File: config.mk
export PLATFORM = sky130hd
export DESIGN_NAME = cnn_host_sequencer_flat
export DESIGN_NICKNAME = d
export VERILOG_FILES = /design/src/rtl/cnn_host_sequencer_if.sv /design/src/rtl/cnn_host_sequencer.sv /design/src/flat_wrapper.sv
export SDC_FILE = /design/constraint.sdc
export NUM_CORES = 1
export LEC_CHECK = 0
export CAP_MARGIN = 5
export CORE_AREA = 2 2 361 184
export CTS_BUF_LIST = sky130_fd_sc_hd__clkbuf_16
export DETAILED_ROUTE_END_ITERATION = 16
export DIE_AREA = 0 0 363 186
export GPL_ROUTABILITY_DRIVEN = 0
export GPL_TIMING_DRIVEN = 0
export RECOVER_POWER = 50
export SETUP_SLACK_MARGIN = 0.15
export SLEW_MARGIN = 30
export SYNTH_ARGS = -nofsm -noshare
export SYNTH_HDL_FRONTEND = slang
export SYNTH_SLANG_ARGS = --single-unit
export TNS_END_PERCENT = 5
File: constraint.sdc
create_clock -name clk -period 2.5 [get_ports clk]
set_clock_uncertainty 0.2 [all_clocks]
set_input_delay 0.25 -clock clk [delete_from_list [all_inputs] [get_ports clk]]
set_output_delay 0.25 -clock clk [all_outputs]
set_load 0.02 [all_outputs]
File: src/rtl/cnn_host_sequencer_if.sv
// Port bundles for cnn_host_sequencer: upstream byte stream, engine load/start
// control, and result return. The master side drives valid/data.
interface cnn_host_stream_if;
  logic       s_valid;
  logic       s_ready;
  logic [7:0] s_data;
  logic [1:0] s_mode;

  modport master (output s_valid, s_data, s_mode, input s_ready);
  modport slave  (input s_valid, s_data, s_mode, output s_ready);
endinterface

interface cnn_host_engine_if;
  logic [7:0]  cnn_data_in;
  logic        cnn_load_enable;
  logic        cnn_start_operation;
  logic [1:0]  cnn_mode_select;
  logic [31:0] cnn_result_out;
  logic        cnn_busy;
  logic        cnn_overflow_flag;

  modport master (output cnn_data_in, cnn_load_enable, cnn_start_operation, cnn_mode_select,
                  input  cnn_result_out, cnn_busy, cnn_overflow_flag);
  modport slave  (input  cnn_data_in, cnn_load_enable, cnn_start_operation, cnn_mode_select,
                  output cnn_result_out, cnn_busy, cnn_overflow_flag);
endinterface

interface cnn_host_result_if;
  logic        r_valid;
  logic        r_ready;
  logic [31:0] r_data;
  logic        r_overflow;

  modport master (output r_valid, r_data, r_overflow, input r_ready);
  modport slave  (input r_valid, r_data, r_overflow, output r_ready);
endinterface

File: src/rtl/cnn_host_sequencer.sv
// Buffers one 2*WINDOW^2-byte frame, replays it to the CNN engine as a single
// gap-free load burst, starts the engine and returns its result on r_*.
module cnn_host_sequencer #(
  parameter int WINDOW       = 5,
  parameter int BUSY_TIMEOUT = 4
) (
  input  logic              clk,
  input  logic              reset,
  cnn_host_stream_if.slave  s,
  cnn_host_engine_if.master eng,
  cnn_host_result_if.master r,
  output logic [15:0]       frame_count
);
  localparam int NN       = WINDOW * WINDOW;
  localparam int MEM_SIZE = 2 * NN;
  localparam int PTR_W    = $clog2(MEM_SIZE + 1);
  localparam int IDX_W    = $clog2(MEM_SIZE);
  localparam int TMR_W    = (BUSY_TIMEOUT > 1) ? $clog2(BUSY_TIMEOUT) : 1;

  localparam logic [3:0] ST_FILL      = 4'd0;
  localparam logic [3:0] ST_PRE       = 4'd1;
  localparam logic [3:0] ST_STREAM    = 4'd2;
  localparam logic [3:0] ST_LOAD_WAIT = 4'd3;
  localparam logic [3:0] ST_IDLE      = 4'd4;
  localparam logic [3:0] ST_START     = 4'd5;
  localparam logic [3:0] ST_WAIT_HI   = 4'd6;
  localparam logic [3:0] ST_WAIT_LO   = 4'd7;
  localparam logic [3:0] ST_CAPTURE   = 4'd8;
  localparam logic [3:0] ST_RESULT    = 4'd9;

  logic [3:0]       state_reg, state_next;
  logic [PTR_W-1:0] wptr_reg, rptr_reg;
  logic [TMR_W-1:0] timer_reg;
  logic [1:0]       mode_q_reg, mode_sel_reg;
  logic [7:0]       data_reg;
  logic             load_en_reg, start_reg;
  logic [31:0]      r_data_reg;
  logic             r_ovf_reg;
  logic [15:0]      frame_count_reg;
  logic [7:0]       frame_mem [MEM_SIZE];

  logic accept, last_byte, stream_done, timeout_hit;

  assign accept      = (state_reg == ST_FILL) && s.s_valid;
  assign last_byte   = (wptr_reg == PTR_W'(MEM_SIZE - 1));
  assign stream_done = (rptr_reg == PTR_W'(MEM_SIZE));
  assign timeout_hit = (timer_reg == TMR_W'(BUSY_TIMEOUT - 1));

  // Single frame buffer: written only while filling, read only while streaming.
  always_ff @(posedge clk) begin
    if (accept) begin
      frame_mem[wptr_reg[IDX_W-1:0]] <= s.s_data;
    end
  end

  always_comb begin
    state_next = state_reg;
    case (state_reg)
      ST_FILL:      if (accept && last_byte) state_next = ST_PRE;
      ST_PRE:       state_next = ST_STREAM;
      ST_STREAM:    if (stream_done) state_next = ST_LOAD_WAIT;
      ST_LOAD_WAIT: if (!eng.cnn_busy) state_next = ST_IDLE;
      ST_IDLE:      state_next = ST_START;
      ST_START:     state_next = ST_WAIT_HI;
      ST_WAIT_HI: begin
        // An engine that finishes without ever raising busy is released by the timer.
        if (eng.cnn_busy)     state_next = ST_WAIT_LO;
        else if (timeout_hit) state_next = ST_CAPTURE;
      end
      ST_WAIT_LO:   if (!eng.cnn_busy) state_next = ST_CAPTURE;
      ST_CAPTURE:   state_next = ST_RESULT;
      ST_RESULT:    if (r.r_ready) state_next = ST_FILL;
      default:      state_next = ST_FILL;
    endcase
  end

  always_ff @(posedge clk) begin
    if (reset) begin
      state_reg       <= ST_FILL;
      wptr_reg        <= '0;
      rptr_reg        <= '0;
      timer_reg       <= '0;
      mode_q_reg      <= 2'b00;
      mode_sel_reg    <= 2'b00;
      data_reg        <= 8'h00;
      load_en_reg     <= 1'b0;
      start_reg       <= 1'b0;
      r_data_reg      <= 32'h0;
      r_ovf_reg       <= 1'b0;
      frame_count_reg <= 16'h0;
    end else begin
      state_reg   <= state_next;
      load_en_reg <= 1'b0;
      start_reg   <= 1'b0;
      case (state_reg)
        ST_FILL: begin
          if (accept) begin
            wptr_reg <= wptr_reg + PTR_W'(1);
            if (wptr_reg == '0) mode_q_reg <= s.s_mode;
            if (last_byte) begin
              // Next cycle is the setup beat: load strobe high with a zero byte.
              load_en_reg <= 1'b1;
              data_reg    <= 8'h00;
              rptr_reg    <= '0;
            end
          end
        end
        ST_PRE: begin
          load_en_reg <= 1'b1;
          data_reg    <= frame_mem[rptr_reg[IDX_W-1:0]];
          rptr_reg    <= rptr_reg + PTR_W'(1);
        end
        ST_STREAM: begin
          if (stream_done) begin
            data_reg     <= 8'h00;
            mode_sel_reg <= mode_q_reg;
          end else begin
            load_en_reg <= 1'b1;
            data_reg    <= frame_mem[rptr_reg[IDX_W-1:0]];
            rptr_reg    <= rptr_reg + PTR_W'(1);
          end
        end
        ST_IDLE: begin
          start_reg <= 1'b1;
          timer_reg <= '0;
        end
        ST_START: timer_reg <= '0;
        ST_WAIT_HI: begin
          if (!eng.cnn_busy && !timeout_hit) timer_reg <= timer_reg + TMR_W'(1);
        end
        ST_CAPTURE: begin
          r_data_reg      <= eng.cnn_result_out;
          r_ovf_reg       <= eng.cnn_overflow_flag;
          frame_count_reg <= frame_count_reg + 16'd1;
          wptr_reg        <= '0;
          mode_sel_reg    <= 2'b00;
        end
        default: ;
      endcase
    end
  end

  assign s.s_ready               = (state_reg == ST_FILL);
  assign eng.cnn_data_in         = data_reg;
  assign eng.cnn_load_enable     = load_en_reg;
  assign eng.cnn_start_operation = start_reg;
  assign eng.cnn_mode_select     = mode_sel_reg;
  assign r.r_valid               = (state_reg == ST_RESULT);
  assign r.r_data                = r_data_reg;
  assign r.r_overflow            = r_ovf_reg;
  assign frame_count             = frame_count_reg;
endmodule

File: src/flat_wrapper.sv
// flat-port wrapper written by rule: the top's interface ports become plain ports
module cnn_host_sequencer_flat 
#(
  parameter int WINDOW       = 5,
  parameter int BUSY_TIMEOUT = 4
)
  (clk, reset, frame_count, s_s_valid, s_s_data, s_s_mode, s_s_ready, eng_cnn_data_in, eng_cnn_load_enable, eng_cnn_start_operation, eng_cnn_mode_select, eng_cnn_result_out, eng_cnn_busy, eng_cnn_overflow_flag, r_r_valid, r_r_data, r_r_overflow, r_r_ready);
  cnn_host_stream_if s_i ();
  cnn_host_engine_if eng_i ();
  cnn_host_result_if r_i ();
  input  logic clk;
  input  logic reset;
  output logic [15:0] frame_count;
  input wire logic [$bits(s_i.s_valid)-1:0] s_s_valid;
  input wire logic [$bits(s_i.s_data)-1:0] s_s_data;
  input wire logic [$bits(s_i.s_mode)-1:0] s_s_mode;
  output wire logic [$bits(s_i.s_ready)-1:0] s_s_ready;
  output wire logic [$bits(eng_i.cnn_data_in)-1:0] eng_cnn_data_in;
  output wire logic [$bits(eng_i.cnn_load_enable)-1:0] eng_cnn_load_enable;
  output wire logic [$bits(eng_i.cnn_start_operation)-1:0] eng_cnn_start_operation;
  output wire logic [$bits(eng_i.cnn_mode_select)-1:0] eng_cnn_mode_select;
  input wire logic [$bits(eng_i.cnn_result_out)-1:0] eng_cnn_result_out;
  input wire logic [$bits(eng_i.cnn_busy)-1:0] eng_cnn_busy;
  input wire logic [$bits(eng_i.cnn_overflow_flag)-1:0] eng_cnn_overflow_flag;
  output wire logic [$bits(r_i.r_valid)-1:0] r_r_valid;
  output wire logic [$bits(r_i.r_data)-1:0] r_r_data;
  output wire logic [$bits(r_i.r_overflow)-1:0] r_r_overflow;
  input wire logic [$bits(r_i.r_ready)-1:0] r_r_ready;
  assign s_i.s_valid = s_s_valid;
  assign s_i.s_data = s_s_data;
  assign s_i.s_mode = s_s_mode;
  assign s_s_ready = s_i.s_ready;
  assign eng_cnn_data_in = eng_i.cnn_data_in;
  assign eng_cnn_load_enable = eng_i.cnn_load_enable;
  assign eng_cnn_start_operation = eng_i.cnn_start_operation;
  assign eng_cnn_mode_select = eng_i.cnn_mode_select;
  assign eng_i.cnn_result_out = eng_cnn_result_out;
  assign eng_i.cnn_busy = eng_cnn_busy;
  assign eng_i.cnn_overflow_flag = eng_cnn_overflow_flag;
  assign r_r_valid = r_i.r_valid;
  assign r_r_data = r_i.r_data;
  assign r_r_overflow = r_i.r_overflow;
  assign r_i.r_ready = r_r_ready;
  cnn_host_sequencer #(.WINDOW(WINDOW), .BUSY_TIMEOUT(BUSY_TIMEOUT)) u_core (.clk(clk), .reset(reset), .s(s_i), .eng(eng_i), .r(r_i), .frame_count(frame_count));
endmodule
==> run_results.csv, run 1 <==
group,metric,value,unit
cells_and_area,finish.utilization,38.12,%
setup_path,worstSetupPathType,"reg2reg",
floorplan,die_w,363,um
synth,syn-num-nets,1249,
setup_path,worstPathArrival,2800,ps
global_route,grt_use_total,15.77,%
power,p_per_area,646.2,nW/um^2
sta,final_max_slew_viol_count,0,
cts,clock_path_buffers,3,
setup_path,cp-start-kind,"flop",
synth,ys_seq_area_share,71.80,%
synth,synth_edf_count,400,
outcome,status,"complete, but fails checks",
power,p_leak,7.720,nW
drt,wl_per_cell,23.11,um
cells_and_area,largest_reg_flops,400,
global_route,grt_start_max_net_pins,51,
cts,clkTransAtPathRegs,70,ps
cts,cts_tree,"yes",
cells_and_area,n_fill_cell,5828,
sta,post-route-min-period,2514,ps
drt,via_per_inst,5.089,
global_route,grt_overflow,0,
sta,max_freq,397.7,MHz
drt,drc,0,
cells_and_area,final_net_count,1475,
setup_path,critPathRequiredTime,2780,ps
synth,synth-main-ff-cell,"edfxtp_1",
floorplan,num_io_pins,111,
sta,setup_ws,-14.29,ps
drt,first_pass_iters,5,
cts,clockRootBuffer,"clkbuf_16",
sta,timing.hold.ws,27.65,ps
cts,cts-htree-levels,2,
floorplan,rows,66,
sta,post-route-period-util,100.6,%
place,dp_hpwl,36270,um
global_route,antenna_found_initial,1,
drt,drt_wl_total,53290,um
setup_path,end_kind,"flop",
place,port-buffer-count,110,
global_route,grt_pass1_wl,77370,um
sta,slew_headroom,10.54,%
power,power,15.85,mW
setup_path,path_max_fanout,10,
synth,netlist_area,19150,um^2
cells_and_area,area_growth,28.03,%
cts,cts_num_sinks,487,
outcome,failed_checks,"setup timing",
synth,yosys_warnings,0,
floorplan,coreArea,64330,um^2
min_path,hold_path.class,"in2reg",
drt,first_iter_violations,1568,
job,drv_cap,0,
cells_and_area,drive_gt1_share,28.18,%
sta,setup_viol,4,
power,peakVddDrop,0.0004867,V
synth,synth.avg_cell_area,16.04,um^2
place,place_ws,-841.4,ps
min_path,hp-start,"eng_cnn_result_out[10]",
sta,finalHoldViolCount,0,
floorplan,start_util,29.78,%
synth,async_flop_share,0,%
drt,vias,11736,
floorplan,die_h,186,um
global_route,grt_pass1_vias,11328,
floorplan,die_area,67520,um^2
synth,syn_inst,1194,
sta,rsz0062_at_grt,"true",
cts,worstSkewPairLatency,600,ps
sta,tns,-38.84,ps
synth,yosys_register_bits,487,
cts,cts_buffers,43,
synth,yosysUniqueCellTypes,59,
sta,max_slew.worst_pin.slew,1342,ps
drt,ant_nets,0,
[routing by layer]
metal	vias up	part of all wire [%]	GRT usage (%)
li1	5127	-	-
met1	6044	48	24.42
met2	491	38	19.93
met3	72	12	6.519
met4	2	1.6	2.988
met5	-	0.21	1.235
[Yosys cell counts, drive strengths merged, types with 4 or more instances]
master | count | area, um^2
a211o | 7 | 61.31
clkbuf | 38 | 142.6
edfxtp | 400 | 12010
ha | 7 | 87.58
nor2 | 95 | 356.6
mux4 | 72 | 1622
and2 | 4 | 25.02
o21ai | 19 | 95.09
o22ai | 22 | 137.6
nand4 | 14 | 87.58
o31ai | 4 | 30.03
o211ai | 8 | 60.06
mux2i | 13 | 130.1
mux2 | 49 | 551.8
xor2 | 8 | 70.07
a21oi | 54 | 270.3
nor3 | 9 | 45.04
inv | 11 | 41.29
nand2b | 8 | 50.05
xnor2 | 7 | 61.31
dfxtp | 87 | 1742
a211oi | 10 | 75.07
nand3 | 10 | 50.05
a32o | 7 | 70.07
buf | 30 | 172.7
or2 | 4 | 25.02
or3 | 14 | 87.58
nand2 | 106 | 405.4
nand3b | 5 | 37.54
nor2b | 17 | 106.4
or4 | 8 | 63.81
a22oi | 16 | 120.1
[metrics by stage]
stage          cell area (um^2)  instances
3_3_place_gp              21400       2154
2_1_floorplan             19240       1194
6_report                  24520       2306
5_1_grt                   24520       2305
4_1_cts                   24480       2296
3_5_place_dp              21500       2160
[repair_timing]
item	CTS	global route
resized for setup	205	35
pin swaps	62	50
cloned	3	0
hold buffers	11	0
hold endpoints to repair	104	0
setup endpoints to repair	452	447
setup buffers	44	9
[cell usage in the layout (no fill, tap or decap), types with 9 or more instances in the layout]
cell / netlist / layout
edfxtp_1: 400 / 400
nand2_1: 105 / 97
dfxtp_1: 87 / 83
mux4_2: 72 / 72
dlygate4sd3_1: 0 / 70
a21oi_1: 54 / 53
nor2_4: 0 / 51
mux2_2: 49 / 49
clkbuf_16: 0 / 44
clkdlybuf4s50_1: 0 / 41
nor2_1: 95 / 39
buf_12: 0 / 31
buf_4: 7 / 31
clkbuf_1: 38 / 26
clkbuf_2: 0 / 22
o21ai_0: 19 / 18
o22ai_1: 22 / 18
inv_1: 10 / 17
nor2b_1: 17 / 16
nand4_1: 14 / 14
a22oi_2: 0 / 13
clkinv_1: 0 / 11
buf_2: 15 / 10
nand3_1: 10 / 10
mux2i_1: 13 / 10
a211oi_1: 10 / 10
or3_1: 14 / 9
[critical path, stage by stage, from the launching register on]
cell and delay [ps]:
dfxtp_2 450, buf_4 300, clkbuf_4 310, mux4_2 340, a22oi_2 370, nand4_1 190, a32o_1 260
[where the power goes]
part | switching [mW] | internal [mW] | total (mW)
clock network | 3.09 | 3.54 | 6.62
logic | 0.282 | 0.137 | 0.419
registers | 0.0109 | 8.79 | 8.80
[worst paths after layout]
kind | cells after the start | slack, ps | endpoint
worst max-delay path | 6 | -10 | u_core.eng.cnn_data_in[2]$_SDFFE_PP0P_
worst min-delay path | 3 | 30 | u_core.r.r_data[10]$_SDFFE_PP0P_
worst max register to register | 6 | -10 | u_core.eng.cnn_data_in[2]$_SDFFE_PP0P_
worst min register to register | 2 | 250 | u_core.r.r_data[8]$_SDFFE_PP0P_
[layout make-up]
type                            instances  area, um^2  share of cell area (%)
Clock inverter                         36       271.5                   1.107
Clock buffer                           44        1101                   4.490
Antenna cell                            1       2.502                 0.01020
Tap cell                              850        1064                   4.337
Buffer                                 66       485.5                   1.980
Multi-Input combinational cell        628        5816                   23.71
Timing Repair Buffer                  183        1974                   8.051
Inverter                               11       43.79                  0.1786
Sequential cell                       487       13770                   56.13
[cell families (layout without fill, tap and decap cells)]
kind of cell / after synthesis / after routing / share of synthesized area [%]
flip-flops: 487 / 487 / 71.80
AND/OR/NAND/NOR: 309 / 309 / 7.656
AO/OA/AOI/OAI: 163 / 163 / 5.513
multiplexers: 134 / 134 / 12.03
buffers and inverters: 79 / 340 / 1.862
XOR/XNOR: 15 / 15 / 0.6859
adder cells (fa/ha/maj): 7 / 7 / 0.4572
other: 0 / 1 / 0
Note: power is estimated with default switching activity, not from simulation.
==> run 2, diff against run 1 <==
Settings changed: DONT_BUFFER_PORTS set to 1, SKIP_CTS_REPAIR_TIMING set to 1.
==> run_results.csv, run 2 (synthesized netlist as in run 1, its figures left out) <==
group,metric,value,unit
outcome,status,"completed",
setup_path,slowest_stage,"mux4_2",
job,drv_cap,0,
floorplan,coreArea,64330,um^2
setup_path,path_max_fanout,10,
global_route,grt_start_max_net_pins,51,
cts,cts-htree-levels,2,
place,place_area,20300,um^2
drt,first_iter_violations,1417,
power,p_per_area,674.0,nW/um^2
floorplan,num_io_pins,111,
power,p_leak,7.389,nW
sta,max_slew.worst_pin.slew,1372,ps
drt,via_per_inst,5.179,
cells_and_area,layout_common_cells,"400 x edfxtp_1, 96 x nand2_1, 82 x dfxtp_1",
sta,max_freq,408.5,MHz
global_route,antenna_found_initial,1,
place,dp_hpwl,34180,um
sta,slew_headroom,8.526,%
cells_and_area,drive_gt1_share,29.81,%
setup_path,worstPathArrival,2730,ps
cells_and_area,largest_reg_flops,400,
sta,final_max_slew_viol_count,0,
drt,drt_wl_total,52610,um
cts,clockRootBuffer,"clkbuf_16",
setup_path,cp_common_cell,"buf_12",
floorplan,die_h,186,um
place,port-buffer-count,0,
cells_and_area,diodes,0,
floorplan,rows,66,
global_route,grt_pass1_vias,10573,
sta,finalHoldViolCount,0,
sta,post-route-period-util,97.93,%
sta,setup_viol,0,
cts,clkTransAtPathRegs,70,ps
cells_and_area,finish.utilization,37.47,%
setup_path,end_kind,"flop",
global_route,grt_pass1_wl,72760,um
floorplan,die_w,363,um
power,peakVddDrop,0.0005005,V
cts,worstSkewPairLatency,570,ps
sta,post-route-min-period,2448,ps
global_route,grt_overflow,0,
setup_path,cpPeakStageDelay,530,ps
cts,cts_buffers,45,
cts,clock_path_buffers,3,
setup_path,path_cells,"buf_12 -> buf_12 -> mux4_2 -> o22ai_2 -> a211o_1 -> a21oi_1 -> a32o_1",
floorplan,start_util,29.78,%
cells_and_area,layout_commonest_cell,"edfxtp_1",
cts,cts_tree,"yes",
min_path,hold_path.class,"in2reg",
global_route,grt_use_total,14.83,%
cts,cts_num_sinks,487,
setup_path,cp-start-kind,"flop",
cells_and_area,finalInstanceArea,24100,um^2
drt,vias,11595,
sta,rsz0062_at_grt,"true",
cells_and_area,area_growth,25.83,%
cells_and_area,final_net_count,1407,
setup_path,worstSetupPathType,"reg2reg",
floorplan,die_area,67520,um^2
drt,drc,0,
drt,wl_per_cell,23.49,um
setup_path,critPathRequiredTime,2780,ps
drt,ant_nets,0,
drt,first_pass_iters,5,
-- run 2: cell types whose count changed in the layout (fill, tap and decap cells not counted), moves of 4 or more --
cell	before	now
clkinv_1	11	6
buf_4	31	20
dlygate4sd3_1	70	46
buf_2	10	5
clkdlybuf4s50_1	41	0
buf_12	31	36
clkbuf_2	22	17
clkbuf_1	26	19
clkbuf_16	44	48
buf_6	4	15
clkbuf_4	3	9
-- run 2: layout make-up --
cell class,count,area (um^2)
fillers,5872,40230
flip-flops and latches,487,13760
multi-input cells,628,5792
repair buffers,113,1404
clock buffers,46,1151
well taps,850,1064
plain buffers,66,539.3
clock inverters,38,339.1
inverters,11,48.80
-- run 2: where the power goes --
part | total [mW] | switching [mW] | internal [mW]
Clock | 7.04 | 3.14 | 3.90
Combinational | 0.401 | 0.283 | 0.118
Sequential | 8.81 | 0.0118 | 8.80
-- run 2: per-stage QoR --
stage | setup WS [ps] | setup TNS (ps) | std cells | total power [mW] | hold slack (ps)
2_1_floorplan | 35.72 | 0 | 1194 | 9.078 | 148.9
3_3_place_gp | -709.1 | -214110 | 2044 | 9.132 | 154.3
3_5_place_dp | -733.2 | -220450 | 2044 | 9.134 | 153.4
4_1_cts | -745.7 | -224010 | 2128 | 16.12 | -465.4
5_1_grt | 14.89 | 0 | 2239 | 16.73 | 21.96
6_report | 51.77 | 0 | 2239 | 16.24 | 11.12
-- run 2: final timing paths --
| path | startpoint | to | slack, ps | cells after the start |
|---|---|---|---|---|
| max | flop | u_core.eng.cnn_data_in[2]$_SDFFE_PP0P_ | 50 | 7 |
| min | eng_cnn_busy | u_core.state_reg[0]$_SDFFE_PP0P_ | 10 | 4 |
| max reg2reg | flop | u_core.eng.cnn_data_in[2]$_SDFFE_PP0P_ | 50 | 7 |
| min reg2reg | u_core.timer_reg[1]$_SDFFE_PP0P_ | u_core.timer_reg[1]$_SDFFE_PP0P_ | 270 | 2 |
-- run 2: per-layer routing --
metal	part of all wire, %	up-vias	track usage, %
met3	11	66	5.338
met4	1.3	4	2.739
met5	0.22	-	0.9441
met1	47	6014	22.82
li1	-	4975	-
met2	41	536	19.59
-- run 2: critical path: cells and delay by family, from the launching register on --
family	cells	cell delay, ps
AOI/OAI and AO/OA	4	870
buffers and inverters	2	340
DFF	1	390
muxes	1	530
